--- src/rtl/clk_div_mon_pkg.sv ---
// Shared types and helpers for the divided-clock monitor.
package clk_div_mon_pkg;

  // Shallowest synchronizer that still gives a metastability-safe sample of div_in
  localparam int CLK_DIV_MON_MIN_SYNC = 2;

  typedef enum logic [1:0] {
    IDLE,
    HIGH,
    LOW,
    STUCK
  } clk_div_mon_state_e;

  // Adds two counts and clamps the result to the largest value a width-bit counter can hold
  function automatic logic [31:0] sat_add(input logic [31:0] a, input logic [31:0] b,
                                          input int unsigned width);
    logic [32:0] sum;
    logic [32:0] maxVal;
    sum    = {1'b0, a} + {1'b0, b};
    maxVal = (33'd1 << width) - 33'd1;
    return (sum > maxVal) ? maxVal[31:0] : sum[31:0];
  endfunction

endpackage

--- src/rtl/clk_div_monitor_sync_edge_det.sv ---
// Synchronizer chain for the asynchronous divided clock, followed by a previous-sample
// flop and registered edge strobes; lvl, rise and fall are mutually aligned.
module sync_edge_det #(
  parameter int STAGES = 2
) (
  input  logic clk,
  input  logic reset,
  input  logic din,
  output logic lvl,
  output logic rise,
  output logic fall
);

  logic [STAGES-1:0] sync_q;
  logic              prev_q;
  logic              rise_q;
  logic              fall_q;

  // Shift the input through the synchronizer and register edges against the previous sample
  always_ff @(posedge clk) begin
    if (reset) begin
      sync_q <= '0;
      prev_q <= 1'b0;
      rise_q <= 1'b0;
      fall_q <= 1'b0;
    end else begin
      sync_q <= {sync_q[STAGES-2:0], din};
      prev_q <= sync_q[STAGES-1];
      rise_q <= sync_q[STAGES-1] & ~prev_q;
      fall_q <= ~sync_q[STAGES-1] & prev_q;
    end
  end

  assign lvl  = prev_q;
  assign rise = rise_q;
  assign fall = fall_q;

endmodule

--- src/rtl/clk_div_monitor.sv ---
// Divided-clock monitor: measures high/low/period of div_in in clk cycles, tracks lock
// against exp_period and flags a stuck divider output.
// Optional duty-cycle checker enabled by defining CLK_DIV_MON_DUTY_CHK_EN.
module clk_div_monitor
  import clk_div_mon_pkg::*;
#(
  parameter int CNT_W       = 16,
  parameter int SYNC_STAGES = 2,
  parameter int TIMEOUT     = 1000,
  parameter int LOCK_CNT    = 4,
  parameter int TOL         = 0
) (
  input  logic             clk,
  input  logic             reset,
  input  logic             div_in,
  input  logic [CNT_W-1:0] exp_period,
  output logic             meas_valid,
  output logic [CNT_W-1:0] period,
  output logic [CNT_W-1:0] high_cnt,
  output logic [CNT_W-1:0] low_cnt,
  output logic             locked,
  output logic             stuck,
  output logic             stuck_level,
  output logic             duty_err
);

  localparam int SYNC_N = (SYNC_STAGES < CLK_DIV_MON_MIN_SYNC) ? CLK_DIV_MON_MIN_SYNC : SYNC_STAGES;
  localparam int LOCK_W = $clog2(LOCK_CNT + 1);
  localparam logic [LOCK_W-1:0] LOCK_MAX  = LOCK_W'(LOCK_CNT);
  localparam logic [CNT_W-1:0]  TIMEOUT_C = CNT_W'(TIMEOUT);
  localparam logic [CNT_W-1:0]  ONE_C     = CNT_W'(1);

  logic lvl, rise, fall;

  clk_div_mon_state_e state_q, state_d;
  logic [CNT_W-1:0]   highAcc_q, highAcc_d;
  logic [CNT_W-1:0]   lowAcc_q, lowAcc_d;
  logic [CNT_W-1:0]   phase_q, phase_d;
  logic               stuck_q, stuck_d;
  logic               stuckLevel_q, stuckLevel_d;
  logic               publish;
  logic               enterStuck;

  logic [CNT_W-1:0]   period_q, highCnt_q, lowCnt_q;
  logic               measValid_q;
  logic [LOCK_W-1:0]  lockCnt_q;
  logic               locked_q;

  logic [CNT_W-1:0]   periodSum;
  logic [CNT_W-1:0]   periodDiff;
  logic               periodMatch;
  logic [LOCK_W-1:0]  lockNext;

  sync_edge_det #(
    .STAGES(SYNC_N)
  ) u_sync (
    .clk  (clk),
    .reset(reset),
    .din  (div_in),
    .lvl  (lvl),
    .rise (rise),
    .fall (fall)
  );

  // Period of the phase just closed and whether it lands inside the lock window
  always_comb begin
    periodSum   = CNT_W'(sat_add(32'(highAcc_q), 32'(lowAcc_q), CNT_W));
    periodDiff  = (periodSum >= exp_period) ? (periodSum - exp_period) : (exp_period - periodSum);
    periodMatch = (32'(periodDiff) <= 32'(TOL));
    lockNext    = '0;
    if (periodMatch) begin
      lockNext = (lockCnt_q == LOCK_MAX) ? LOCK_MAX : (lockCnt_q + LOCK_W'(1));
    end
  end

  // Phase tracking: count high and low time, publish on each rising edge, fall into STUCK on timeout
  always_comb begin
    state_d      = state_q;
    highAcc_d    = highAcc_q;
    lowAcc_d     = lowAcc_q;
    phase_d      = (rise | fall) ? ONE_C : CNT_W'(sat_add(32'(phase_q), 32'd1, CNT_W));
    stuck_d      = stuck_q;
    stuckLevel_d = stuckLevel_q;
    publish      = 1'b0;
    enterStuck   = 1'b0;
    case (state_q)
      IDLE: begin
        if (rise) begin
          state_d   = HIGH;
          highAcc_d = ONE_C;
        end else if (phase_q >= TIMEOUT_C) begin
          enterStuck = 1'b1;
        end
      end
      HIGH: begin
        if (fall) begin
          state_d  = LOW;
          lowAcc_d = ONE_C;
        end else if (phase_q >= TIMEOUT_C) begin
          enterStuck = 1'b1;
        end else if (lvl) begin
          highAcc_d = CNT_W'(sat_add(32'(highAcc_q), 32'd1, CNT_W));
        end
      end
      LOW: begin
        if (rise) begin
          publish   = 1'b1;
          state_d   = HIGH;
          highAcc_d = ONE_C;
        end else if (phase_q >= TIMEOUT_C) begin
          enterStuck = 1'b1;
        end else if (!lvl) begin
          lowAcc_d = CNT_W'(sat_add(32'(lowAcc_q), 32'd1, CNT_W));
        end
      end
      STUCK: begin
        if (rise | fall) begin
          state_d      = IDLE;
          stuck_d      = 1'b0;
          stuckLevel_d = 1'b0;
        end
      end
      default: state_d = IDLE;
    endcase
    if (enterStuck) begin
      state_d      = STUCK;
      stuck_d      = 1'b1;
      stuckLevel_d = lvl;
    end
  end

  // State register and phase accumulators
  always_ff @(posedge clk) begin
    if (reset) begin
      state_q      <= IDLE;
      highAcc_q    <= '0;
      lowAcc_q     <= '0;
      phase_q      <= '0;
      stuck_q      <= 1'b0;
      stuckLevel_q <= 1'b0;
    end else begin
      state_q      <= state_d;
      highAcc_q    <= highAcc_d;
      lowAcc_q     <= lowAcc_d;
      phase_q      <= phase_d;
      stuck_q      <= stuck_d;
      stuckLevel_q <= stuckLevel_d;
    end
  end

  // Published measurement and lock status, refreshed together on each completed period
  always_ff @(posedge clk) begin
    if (reset) begin
      measValid_q <= 1'b0;
      period_q    <= '0;
      highCnt_q   <= '0;
      lowCnt_q    <= '0;
      lockCnt_q   <= '0;
      locked_q    <= 1'b0;
    end else begin
      measValid_q <= publish;
      if (publish) begin
        period_q  <= periodSum;
        highCnt_q <= highAcc_q;
        lowCnt_q  <= lowAcc_q;
        lockCnt_q <= lockNext;
        locked_q  <= (lockNext == LOCK_MAX);
      end else if (enterStuck) begin
        lockCnt_q <= '0;
        locked_q  <= 1'b0;
      end
    end
  end

`ifdef CLK_DIV_MON_DUTY_CHK_EN
  logic             dutyErr_q;
  logic [CNT_W-1:0] dutyDiff;

  // Distance between high and low time of the period being published
  always_comb begin
    dutyDiff = (highAcc_q >= lowAcc_q) ? (highAcc_q - lowAcc_q) : (lowAcc_q - highAcc_q);
  end

  // Duty flag follows each measurement and is dropped when the divider stalls
  always_ff @(posedge clk) begin
    if (reset) begin
      dutyErr_q <= 1'b0;
    end else if (publish) begin
      dutyErr_q <= (dutyDiff > ONE_C);
    end else if (enterStuck) begin
      dutyErr_q <= 1'b0;
    end
  end

  assign duty_err = dutyErr_q;
`else
  assign duty_err = 1'b0;
`endif

  assign meas_valid  = measValid_q;
  assign period      = period_q;
  assign high_cnt    = highCnt_q;
  assign low_cnt     = lowCnt_q;
  assign locked      = locked_q;
  assign stuck       = stuck_q;
  assign stuck_level = stuckLevel_q;

endmodule

--- config.mk ---
export PLATFORM = sky130hd
export DESIGN_NAME = clk_div_monitor
export DESIGN_NICKNAME = d
export VERILOG_FILES = /design/src/rtl/clk_div_mon_pkg.sv /design/src/rtl/clk_div_monitor_sync_edge_det.sv /design/src/rtl/clk_div_monitor.sv
export SDC_FILE = /design/constraint.sdc
export NUM_CORES = 1
export LEC_CHECK = 0
export ABC_CLOCK_PERIOD_IN_PS = 5200
export BUFFER_PORTS_ARGS = -buffer_cell sky130_fd_sc_hd__buf_2
export CORE_MARGIN = 2
export CORE_UTILIZATION = 50
export DETAILED_ROUTE_END_ITERATION = 7
export GPL_ROUTABILITY_DRIVEN = 0
export GPL_TIMING_DRIVEN = 0
export HOLD_SLACK_MARGIN = 0.1
export PLACE_DENSITY = 0.72
export SETUP_SLACK_MARGIN = 0.15
export SLEW_MARGIN = 20
export SYNTH_ARGS = -nofsm -noshare
export SYNTH_HDL_FRONTEND = slang
export SYNTH_SLANG_ARGS = --single-unit
--- constraint.sdc ---
create_clock -name clk -period 5.2 [get_ports clk]
set_input_delay 1.04 -clock clk [delete_from_list [all_inputs] [get_ports clk]]
set_output_delay 1.04 -clock clk [all_outputs]
set_load 0.01 [all_outputs]
==> impl_metrics.env <==
export IMPL_yosysSeqAreaShare_pct=29.88
export IMPL_dpl_cell_area_um2=7951
export IMPL_syn_num_nets=1069
export IMPL_dr_first_iter_drc_count=555
export IMPL_status="finished with violations"
export IMPL_setup_tns_ns=-0.02683
export IMPL_avgRoutedWirePerCell_um=15.83
export IMPL_die_h_um=125.4
export IMPL_yosys_area_top_type_share_pct=29.88
export IMPL_arrival_ns=5.51
export IMPL_core_area_um2=14480
export IMPL_antenna_found_initial=0
export IMPL_timing_hold_ws_ns=0.4425
export IMPL_clockBufferDepth=2
export IMPL_cp_end_kind="flip-flop"
export IMPL_dp_hpwl_um=14640
export IMPL_regArea_um2=2220
export IMPL_vias=7476
export IMPL_max_cap_viol_count=0
export IMPL_p_per_area_nw_per_um2=195.9
export IMPL_vias_per_cell=5.809
export IMPL_worstSetupStartpointType="flip-flop"
export IMPL_first_pass_iters=5
export IMPL_hold_viol=0
export IMPL_ios=72
export IMPL_synth_cell_types=67
export IMPL_ir_drop_mv=0.2072
export IMPL_synth_cells=993
export IMPL_critPathMaxFanout=4
export IMPL_path_clk_slew_ns=0.07
export IMPL_mostFrequentLayoutCells="nand2_1 (117), a21oi_1 (105), dfxtp_1 (102)"
export IMPL_finalInstanceArea_um2=8917
export IMPL_grt_overflow=0
export IMPL_diodes=0
export IMPL_period_needed_ns=5.227
export IMPL_setup_violations=1
export IMPL_timing_final_crit_share_pct=100.5
export IMPL_synth_edf_count=0
export IMPL_clock_skew_ns=0.008468
export IMPL_cts_root_buf="clkbuf_16"
export IMPL_remaining_drc_errors=0
export IMPL_syn_cell_area_um2=7370
export IMPL_nNetsFinal=1175
export IMPL_worstMarginPinSlew_ns=1.047
export IMPL_wl_um=20380
export IMPL_cts_tree="built"
export IMPL_initial_core_util_pct=50.90
export IMPL_slew_headroom_pct=29.64
export IMPL_cts_buffers=9
export IMPL_drive_gt1_share_pct=18.31
export IMPL_rsz0062_at_grt="yes"
export IMPL_num_rows=44
export IMPL_critPathKind="reg -> reg"
export IMPL_grt_pass1_vias=6685
export IMPL_yosys_most_used_dff="dfxtp_1"
export IMPL_synth_top_area_cell="dfxtp_1"
export IMPL_min_path_type="reg -> reg"
export IMPL_cp_required_ns=5.49
export IMPL_fmax_ghz=0.1913
export IMPL_clkLatencyLatePin_ns=0.36
export IMPL_io_buffers=69
export IMPL_grt_pass1_wl_um=32440
export IMPL_fp_dieW_um=125.4
export IMPL_synth_seq_cells=110
export IMPL_drt_antenna_violating_nets=0
export IMPL_finish_utilization_pct=61.59
export IMPL_grt_total_usage_pct=25.09
export IMPL_grt_max_degree=18
export IMPL_dieArea_um2=15730
export IMPL_fillerInstances=1333
export IMPL_avgSynthCellArea_um2=7.422
export IMPL_multi_input_area_um2=5179
export IMPL_leakagePower_nw=3.740
export IMPL_setup_ws_ns=-0.02683
export IMPL_ys_top_cells_by_area="dfxtp_1 (30%), ha_1 (9.5%), a21oi_1 (7.3%)"
export IMPL_synthToLayoutAreaGrowth_pct=21.00
export IMPL_synth_async_reset_ratio_pct=0
export IMPL_htree_levels=3
export IMPL_cts_sinks=110
export IMPL_violations="negative setup slack"
export IMPL_layout_commonest_cell="nand2_1"
export IMPL_ys_warn_count=0
export IMPL_maxSlewViolCount=0
==> per-stage QoR <==
| stage | instances | worst slack, ns | power [mW] |
|---|---|---|---|
| after floorplan | 993 | 0.2049 | 0.9635 |
| after global placement | 1246 | -0.7163 | 0.9980 |
| after detailed placement | 1246 | -0.7943 | 0.9998 |
| after CTS | 1281 | 0.1097 | 1.745 |
| after global routing | 1287 | -0.2089 | 1.803 |
| final | 1287 | -0.02683 | 1.747 |
==> power breakdown <==
group / switching [mW] / total (mW) / internal (mW)
combinational: 0.0971 / 0.158 / 0.0614
sequential: 0.00416 / 0.848 / 0.844
clock: 0.321 / 0.740 / 0.420
total: 0.422 / 1.75 / 1.33
==> routing by layer <==
metal / GRT usage [%] / share of wire, % / up-vias
met5: 0 / 0 / -
met4: 10.78 / 3.1 / 0
met3: 4.536 / 4.5 / 39
met2: 40.25 / 47 / 193
met1: 33.22 / 45 / 3523
li1: - / - / 3721
==> path summary, 6_finish.rpt <==
| check | slack, ns | start | end | cells after the start |
|---|---|---|---|---|
| setup / recovery | -0.03 | highAcc_q[0] | lockCnt_q[2] | 23 |
| hold / removal | 0.44 | locked | locked | 2 |
| setup reg to reg | -0.03 | highAcc_q[0] | lockCnt_q[2] | 23 |
| hold reg to reg | 0.44 | locked | locked | 2 |
==> registers in the layout, indices dropped and copies added, names as in the netlist, 2 cells and up <==
register / count
highAcc_q: 16
high_cnt: 16
u_sync.sync_q: 2
state_q: 2
lowAcc_q: 16
phase_q: 16
period: 16
low_cnt: 16
lockCnt_q: 3
==> what timing repair did <==
action / in CTS / in global routing
resized for setup: 64 / 48
pin swaps: 20 / 24
cloned: 1 / 0
endpoints found under the hold margin: 0 / 0
hold buffers: 0 / 0
endpoints found under the setup margin: 4 / 4
buffers inserted: 19 / 6
==> Yosys cell counts, types with 4 or more instances <==
cell type,count
a211oi_1,20
a21o_1,13
a21oi_1,108
a31oi_1,14
and2_1,15
and3_1,20
buf_2,6
clkbuf_1,42
dfxtp_1,110
ha_1,56
inv_1,51
mux2i_1,4
nand2_1,117
nand2b_1,12
nand3_1,29
nand3b_1,11
nand4_1,10
nor2_1,96
nor2b_1,19
nor3_1,27
nor4_1,9
o2111ai_1,4
o211ai_1,8
o21a_1,6
o21ai_0,58
o21ai_1,13
o31ai_1,5
or2_2,8
or3_1,6
or4_1,5
xnor2_1,22
xor2_1,20
==> layout make-up <==
| class | instances | share of cell area [%] |
|---|---|---|
| clock buffer | 9 | 2.526 |
| buffer | 49 | 2.624 |
| timing repair buffer | 95 | 6.146 |
| multi-input combinational | 782 | 58.07 |
| clock inverter | 6 | 0.9681 |
| sequential | 110 | 24.89 |
| tap | 184 | 2.582 |
| inverter | 52 | 2.189 |
==> worst max-delay path: stages, from the launching register on <==
cell and delay, ns:
dfxtp_4 0.37, ha_4 0.16, inv_2 0.05, fa_2 0.20
nor2b_2 0.05, o21ai_2 0.15, a21boi_2 0.09, o211ai_1 0.28
a31oi_2 0.15, or3b_4 0.42, a31oi_4 0.20, buf_6 0.14
and2_4 0.14, inv_1 0.06, ha_4 0.23, nor2b_4 0.13
o31a_1 0.28, buf_4 0.15, o41ai_1 0.33, o2111ai_1 0.23
or4_4 0.60, a2111oi_4 0.42, a41oi_2 0.16, a21oi_1 0.13
==> cells by family (layout without fill, tap and decap cells) <==
family | Yosys count | after routing | synth area share, %
xor+xnor | 42 | 42 | 4.991
compound gates | 281 | 281 | 23.09
other cells | 1 | 1 | 0.05088
flops | 110 | 110 | 29.88
buf+inv | 101 | 211 | 5.297
mux | 4 | 4 | 0.5433
simple gates | 397 | 397 | 26.37
fa+ha+maj | 57 | 57 | 9.779
(Power assumes the default switching activity.)
